--- src/rtl/key_conditioner_if.sv ---
// Key conditioner signal bundle: raw active-low buttons in, conditioned pulses and levels out.
`timescale 1ns/1ps
interface key_conditioner_if;
    logic [3:0] key_n;
    logic       mode_key_n;
    logic       bell_key_n;
    logic [3:0] key_pulse;
    logic       Mode;
    logic       Ctrl_Bell;
    logic [3:0] key_held;

    modport master (
        output key_n, mode_key_n, bell_key_n,
        input  key_pulse, Mode, Ctrl_Bell, key_held
    );

    modport slave (
        input  key_n, mode_key_n, bell_key_n,
        output key_pulse, Mode, Ctrl_Bell, key_held
    );
endinterface

--- src/rtl/key_conditioner.sv ---
// Six-button conditioner for a clock: synchronize, debounce, press/auto-repeat pulses
// on the four adjust keys, and toggle levels for the mode and alarm-enable keys.
`timescale 1ns/1ps
module key_conditioner #(
    parameter int DEB_CYCLES    = 20,
    parameter int HOLD_CYCLES   = 1000,
    parameter int REPEAT_CYCLES = 200
) (
    input logic              CP,
    input logic              nCR,
    key_conditioner_if.slave bus
);
    localparam int NUM_CH  = 6;
    localparam int NUM_KEY = 4;
    localparam int CH_MODE = 4;
    localparam int CH_BELL = 5;
    localparam int DEB_W   = $clog2(DEB_CYCLES + 1);
    localparam int RPT_MAX = (HOLD_CYCLES > REPEAT_CYCLES) ? HOLD_CYCLES : REPEAT_CYCLES;
    localparam int RPT_W   = $clog2(RPT_MAX + 1);

    localparam logic [DEB_W-1:0] DEB_LAST  = DEB_W'(DEB_CYCLES);
    localparam logic [RPT_W-1:0] HOLD_LAST = RPT_W'(HOLD_CYCLES - 1);
    localparam logic [RPT_W-1:0] RPT_LAST  = RPT_W'(REPEAT_CYCLES - 1);

    typedef enum logic [1:0] {
        ST_IDLE,
        ST_PRESSED,
        ST_REPEAT
    } key_state_e;

    // Channel order: [3:0] adjust keys, [4] mode, [5] bell; all active-high "pressed".
    logic [NUM_CH-1:0]  raw_pressed;
    logic [NUM_CH-1:0]  sync_q1;
    logic [NUM_CH-1:0]  sync_q2;
    logic [NUM_CH-1:0]  deb_q;
    logic [NUM_CH-1:0]  differ;
    logic [NUM_CH-1:0]  flip;
    logic [NUM_CH-1:0]  press_evt;
    logic [NUM_KEY-1:0] release_evt;
    logic [DEB_W-1:0]   deb_cnt_q [NUM_CH];
    key_state_e         state_q   [NUM_KEY];
    logic [RPT_W-1:0]   rpt_cnt_q [NUM_KEY];
    logic [NUM_KEY-1:0] pulse_q;
    logic               mode_q;
    logic               bell_q;

    assign raw_pressed = ~{bus.bell_key_n, bus.mode_key_n, bus.key_n};

    // NOTE: sequential state uses non-blocking assignments so every flop samples pre-edge values.
    always_ff @(posedge CP or negedge nCR) begin
        if (!nCR) begin
            sync_q1 <= '0;
            sync_q2 <= '0;
        end else begin
            sync_q1 <= raw_pressed;
            sync_q2 <= sync_q1;
        end
    end

    // The level flips on the edge where a full run of differing samples has been counted.
    always_comb begin
        differ = '0;
        flip   = '0;
        for (int ch = 0; ch < NUM_CH; ch++) begin
            differ[ch] = sync_q2[ch] ^ deb_q[ch];
            flip[ch]   = differ[ch] && (deb_cnt_q[ch] == DEB_LAST);
        end
        press_evt   = flip & ~deb_q;
        release_evt = flip[NUM_KEY-1:0] & deb_q[NUM_KEY-1:0];
    end

    // NOTE: these register arrays are a handful of counters, not RAM, so they are reset in a loop.
    always_ff @(posedge CP or negedge nCR) begin
        if (!nCR) begin
            deb_q <= '0;
            for (int ch = 0; ch < NUM_CH; ch++) deb_cnt_q[ch] <= '0;
        end else begin
            deb_q <= deb_q ^ flip;
            for (int ch = 0; ch < NUM_CH; ch++) begin
                if (!differ[ch] || flip[ch]) deb_cnt_q[ch] <= '0;
                else                         deb_cnt_q[ch] <= deb_cnt_q[ch] + DEB_W'(1);
            end
        end
    end

    // Release takes priority, so a repeat pulse due on the release edge is dropped.
    always_ff @(posedge CP or negedge nCR) begin
        if (!nCR) begin
            pulse_q <= '0;
            for (int k = 0; k < NUM_KEY; k++) begin
                state_q[k]   <= ST_IDLE;
                rpt_cnt_q[k] <= '0;
            end
        end else begin
            for (int k = 0; k < NUM_KEY; k++) begin
                pulse_q[k] <= 1'b0;
                if (release_evt[k]) begin
                    state_q[k]   <= ST_IDLE;
                    rpt_cnt_q[k] <= '0;
                end else begin
                    case (state_q[k])
                        ST_IDLE: begin
                            if (press_evt[k]) begin
                                state_q[k]   <= ST_PRESSED;
                                rpt_cnt_q[k] <= '0;
                                pulse_q[k]   <= 1'b1;
                            end
                        end
                        ST_PRESSED: begin
                            if (rpt_cnt_q[k] == HOLD_LAST) begin
                                state_q[k]   <= ST_REPEAT;
                                rpt_cnt_q[k] <= '0;
                                pulse_q[k]   <= 1'b1;
                            end else begin
                                rpt_cnt_q[k] <= rpt_cnt_q[k] + RPT_W'(1);
                            end
                        end
                        ST_REPEAT: begin
                            if (rpt_cnt_q[k] == RPT_LAST) begin
                                rpt_cnt_q[k] <= '0;
                                pulse_q[k]   <= 1'b1;
                            end else begin
                                rpt_cnt_q[k] <= rpt_cnt_q[k] + RPT_W'(1);
                            end
                        end
                        default: state_q[k] <= ST_IDLE;
                    endcase
                end
            end
        end
    end

    always_ff @(posedge CP or negedge nCR) begin
        if (!nCR) begin
            mode_q <= 1'b0;
            bell_q <= 1'b0;
        end else begin
            if (press_evt[CH_MODE]) mode_q <= ~mode_q;
            if (press_evt[CH_BELL]) bell_q <= ~bell_q;
        end
    end

    assign bus.key_pulse = pulse_q;
    assign bus.key_held  = deb_q[NUM_KEY-1:0];
    assign bus.Mode      = mode_q;
    assign bus.Ctrl_Bell = bell_q;

endmodule

--- src/flat_wrapper.sv ---
// flat-port wrapper written by rule: the top's interface ports become plain ports
module key_conditioner_flat 
#(
    parameter int DEB_CYCLES    = 20,
    parameter int HOLD_CYCLES   = 1000,
    parameter int REPEAT_CYCLES = 200
)
  (CP, nCR, bus_key_n, bus_mode_key_n, bus_bell_key_n, bus_key_pulse, bus_Mode, bus_Ctrl_Bell, bus_key_held);
  key_conditioner_if bus_i ();
  input logic CP;
  input logic nCR;
  input wire logic [$bits(bus_i.key_n)-1:0] bus_key_n;
  input wire logic [$bits(bus_i.mode_key_n)-1:0] bus_mode_key_n;
  input wire logic [$bits(bus_i.bell_key_n)-1:0] bus_bell_key_n;
  output wire logic [$bits(bus_i.key_pulse)-1:0] bus_key_pulse;
  output wire logic [$bits(bus_i.Mode)-1:0] bus_Mode;
  output wire logic [$bits(bus_i.Ctrl_Bell)-1:0] bus_Ctrl_Bell;
  output wire logic [$bits(bus_i.key_held)-1:0] bus_key_held;
  assign bus_i.key_n = bus_key_n;
  assign bus_i.mode_key_n = bus_mode_key_n;
  assign bus_i.bell_key_n = bus_bell_key_n;
  assign bus_key_pulse = bus_i.key_pulse;
  assign bus_Mode = bus_i.Mode;
  assign bus_Ctrl_Bell = bus_i.Ctrl_Bell;
  assign bus_key_held = bus_i.key_held;
  key_conditioner #(.DEB_CYCLES(DEB_CYCLES), .HOLD_CYCLES(HOLD_CYCLES), .REPEAT_CYCLES(REPEAT_CYCLES)) u_core (.CP(CP), .nCR(nCR), .bus(bus_i));
endmodule
--- config.mk ---
export PLATFORM = sky130hd
export DESIGN_NAME = key_conditioner_flat
export DESIGN_NICKNAME = d
export VERILOG_FILES = /design/src/rtl/key_conditioner_if.sv /design/src/rtl/key_conditioner.sv /design/src/flat_wrapper.sv
export SDC_FILE = /design/constraint.sdc
export NUM_CORES = 1
export LEC_CHECK = 0
export ABC_AREA = 1
export CAP_MARGIN = 30
export CORE_AREA = 4 4 131 133
export DETAILED_ROUTE_END_ITERATION = 16
export DIE_AREA = 0 0 135 137
export MAX_ROUTING_LAYER = met4
export SYNTH_ARGS = -nofsm -noshare
export SYNTH_HDL_FRONTEND = slang
export SYNTH_SLANG_ARGS = --single-unit
--- constraint.sdc ---
create_clock -name CP -period 2.1 [get_ports CP]
set_input_delay 0.42 -clock CP [delete_from_list [all_inputs] [get_ports CP]]
set_output_delay 0.42 -clock CP [all_outputs]
set_load 0.005 [all_outputs]
==> impl_metrics.ini <==
[critical_path]
cp-start-kind = register
rrSetupSlack_ns = 0.43
crit_arrival_ns = 1.29
path_class = reg2out
max_stage_delay_ns = 0.54
critPathRequiredTime_ns = 1.68
slowest_stage = clkdlybuf4s50_1
crit_chain = clkdlybuf4s50_1
cp-end-kind = output port
regToRegStartpoint = u_core.state_q[6]$_DFFE_PN0P_
rr_endpoint = u_core.rpt_cnt_q[30]$_DFFE_PN0P_
path_buf_inv = 1
worst-path-stages = 1
crit_family = buffers and inverters
ff2ff_path_depth = 8
path_max_fanout = 3

[layout]
area_growth_pct = 12.2
layout_commonest_cell = nand2_1
drive_gt1_share_pct = 8.68
final.fill_count = 1588
nets = 899
fin_util_pct = 43.9
postLayoutCellArea_um2 = 6940
regArea_um2 = 2550
mostFrequentLayoutCells = nand2_1 (218), inv_1 (137), nor2_1 (121), dfrtp_1 (102), nand3_1 (60)
diodes = 0
multi_input_area_um2 = 3030

[routing]
wirelength_mm = 11.3
drc = 0
dr_total_vias = 4828
drt_first_pass_iters = 4
routedWlPerCell_um = 10.5
final_antenna_net_count = 0
drtIter0Drc = 231
via_per_inst = 4.47

[global_routing]
use_met1_pct = 17.4
grt_use_met3_pct = 3.42
grt.overflow.total = 0
antenna_found_initial = 0
grt_pass1_vias = 4595
grt_max_degree = 48
grt_usage_pct = 13.7
grt_use_met2_pct = 21.9
busiest_layer = met2
grt_pass1_wl_mm = 20.4

[timing]
worst_clock_skew_ns = 0.00715
slew_violations = 0
setup_viol = 0
setup_slack_ns = 0.386
setup_tns_ns = 0
hold_viol_final = 0
finalCritPeriodShare_pct = 81.6
worstMarginPinSlew_ns = 0.364
fmax_mhz = 583
hold_slack_ns = 0.353
relSlewSlack_pct = 75.7
period_needed_ns = 1.71
rsz0062_at_grt = no

[logic_synthesis]
yosysTopAreaCellShare_pct = 41.2
ys_types = 34
synth.largest_area_cell = dfrtp_1
yosysWarnings = 0
netlist_instances = 833
synth_seq_cells = 102
synth_area_per_cell_um2 = 7.43
syn-num-nets = 873
ys_seq_area_share_pct = 41.2
syn-cell-area_um2 = 6190
synthTopCellsByArea = dfrtp_1 (41%), nand2_1 (13%), inv_1 (8.3%)

[clock_tree]
clk_pin_slew_ns = 0.07
cts_tree = done
insertion_delay_ns = 0.36
numCtsBuffers = 9
root_buffer = clkbuf_16
h-tree-depth = 3
cts_setup_buffers = 0
cts.sinks = 102
cts_buffer_depth = 2

[worst_hold_path]
worstHoldStart = u_core.sync_q1[0]$_DFF_PN0_
hold_depth = 0
hold_path_end = u_core.sync_q2[0]$_DFF_PN0_
hold_path_class = reg2reg

[power_and_ir_drop]
switchingPower_uw = 2740
ir_drop_mv = 0.440
clkPwrFrac_pct = 26.3
powerDensity_nw_per_um2 = 959
pwr-share-seq_pct = 34.1
swShare_pct = 41.1
p_leak_uw = 0.00367
intPower_uw = 3920
combinationalPowerShare_pct = 39.6

[floorplan]
start_util_pct = 39.1
fp.dieH_um = 137
std_cell_rows = 46
core-area_um2 = 15800
pin_count = 18
die_w_um = 135
die_area_um2 = 18500

[placed_design]
place_ws_ns = 0.425
place_hpwl_mm = 8.50
numPortBuffers = 17
placed_area_um2 = 6620
place_congestion = 0.866

[run_status]
outcome = finished clean

[flow_run]
drv_cap = 0
==> registers in the layout, indices dropped and copies added, names as in the netlist, named ones only <==
name                  flops
u_core.bus.Ctrl_Bell      1
u_core.bus.Mode           1
u_core.bus.key_pulse      4
u_core.deb_cnt_q         30
u_core.rpt_cnt_q         40
u_core.state_q            8
u_core.sync_q1            6
u_core.sync_q2            6
==> logic make-up after synthesis <==
logic type | after synthesis | share of synthesized area [%]
XOR/XNOR | 24 | 3.52
flip-flops | 102 | 41.2
buffers and inverters | 153 | 9.86
adder cells (fa/ha/maj) | 32 | 6.47
AND/OR/NAND/NOR | 469 | 34.2
AO/OA/AOI/OAI | 53 | 4.75
==> cell type report <==
cell class,count,share of cell area [%]
multi-input cells,578,43.6
flip-flops and latches,102,36.8
inverters,147,8.22
well taps,216,3.89
clock buffers,9,3.24
repair buffers,21,3.06
clock inverters,7,1.24
==> repair_timing <==
| action | 4_1_cts | 5_1_grt |
|---|---|---|
| hold buffers | 1 | 0 |
| gates resized for setup | 0 | 0 |
| endpoints found under the hold margin | 25 | 0 |
==> cells in the mapped netlist <==
cell / count
clkinv_2: 1
nand3_4: 2
o21ai_1: 21
nand3_1: 60
o21a_1: 2
inv_2: 7
nand2_1: 218
nand3b_1: 7
buf_2: 1
or2_2: 1
nand4_1: 17
nor3_1: 1
clkinv_8: 1
o2111ai_1: 3
nor3b_1: 1
inv_1: 137
xor2_2: 1
nor2_2: 4
nand2_2: 22
nor2_1: 121
ha_1: 32
dfrtp_1: 102
o21bai_1: 1
o211ai_1: 4
buf_4: 4
clkinv_4: 1
nand2_4: 9
nand3_2: 2
xor2_1: 16
a21oi_1: 9
o21ai_0: 13
xnor2_1: 7
nor2_4: 4
clkbuf_2: 1
==> stage by stage <==
| stage | power [µW] | std cells |
|---|---|---|
| final | 6660 | 1080 |
| after global routing | 7250 | 1080 |
| after CTS | 6770 | 1080 |
| after detailed placement | 4950 | 1063 |
| after global placement | 4930 | 1063 |
| after floorplan | 4390 | 833 |
==> worst max path at each step <==
stage | start | to | slack [ns]
final | register | bus_key_held[1] | 0.39
after global routing | u_core.deb_cnt_q[25]$_DFF_PN0_ | u_core.rpt_cnt_q[38]$_DFFE_PN0P_ | 0.26
after global placement | u_core.deb_cnt_q[15]$_DFF_PN0_ | u_core.rpt_cnt_q[18]$_DFFE_PN0P_ | 0.49
after detailed placement | u_core.state_q[6]$_DFFE_PN0P_ | u_core.rpt_cnt_q[30]$_DFFE_PN0P_ | 0.43
after floorplan | u_core.state_q[6]$_DFFE_PN0P_ | u_core.rpt_cnt_q[30]$_DFFE_PN0P_ | 0.59
after CTS | register | bus_key_held[1] | 0.36
==> routing by layer <==
layer	up-vias	wire length, µm
li1	2602	-
met1	2172	5580
met2	42	5260
met3	12	271
met4	0	182
met5	-	0
==> power groups by stage <==
stage               clock network [µW]  logic, µW  registers (µW)
floorplan                            0       2120            2270
global placement                     0       2630            2300
detailed placement                   0       2650            2310
CTS                               1840       2660            2270
global route                      1910       3040            2300
finish                            1750       2640            2270
Note: power is estimated with default switching activity, not from simulation.
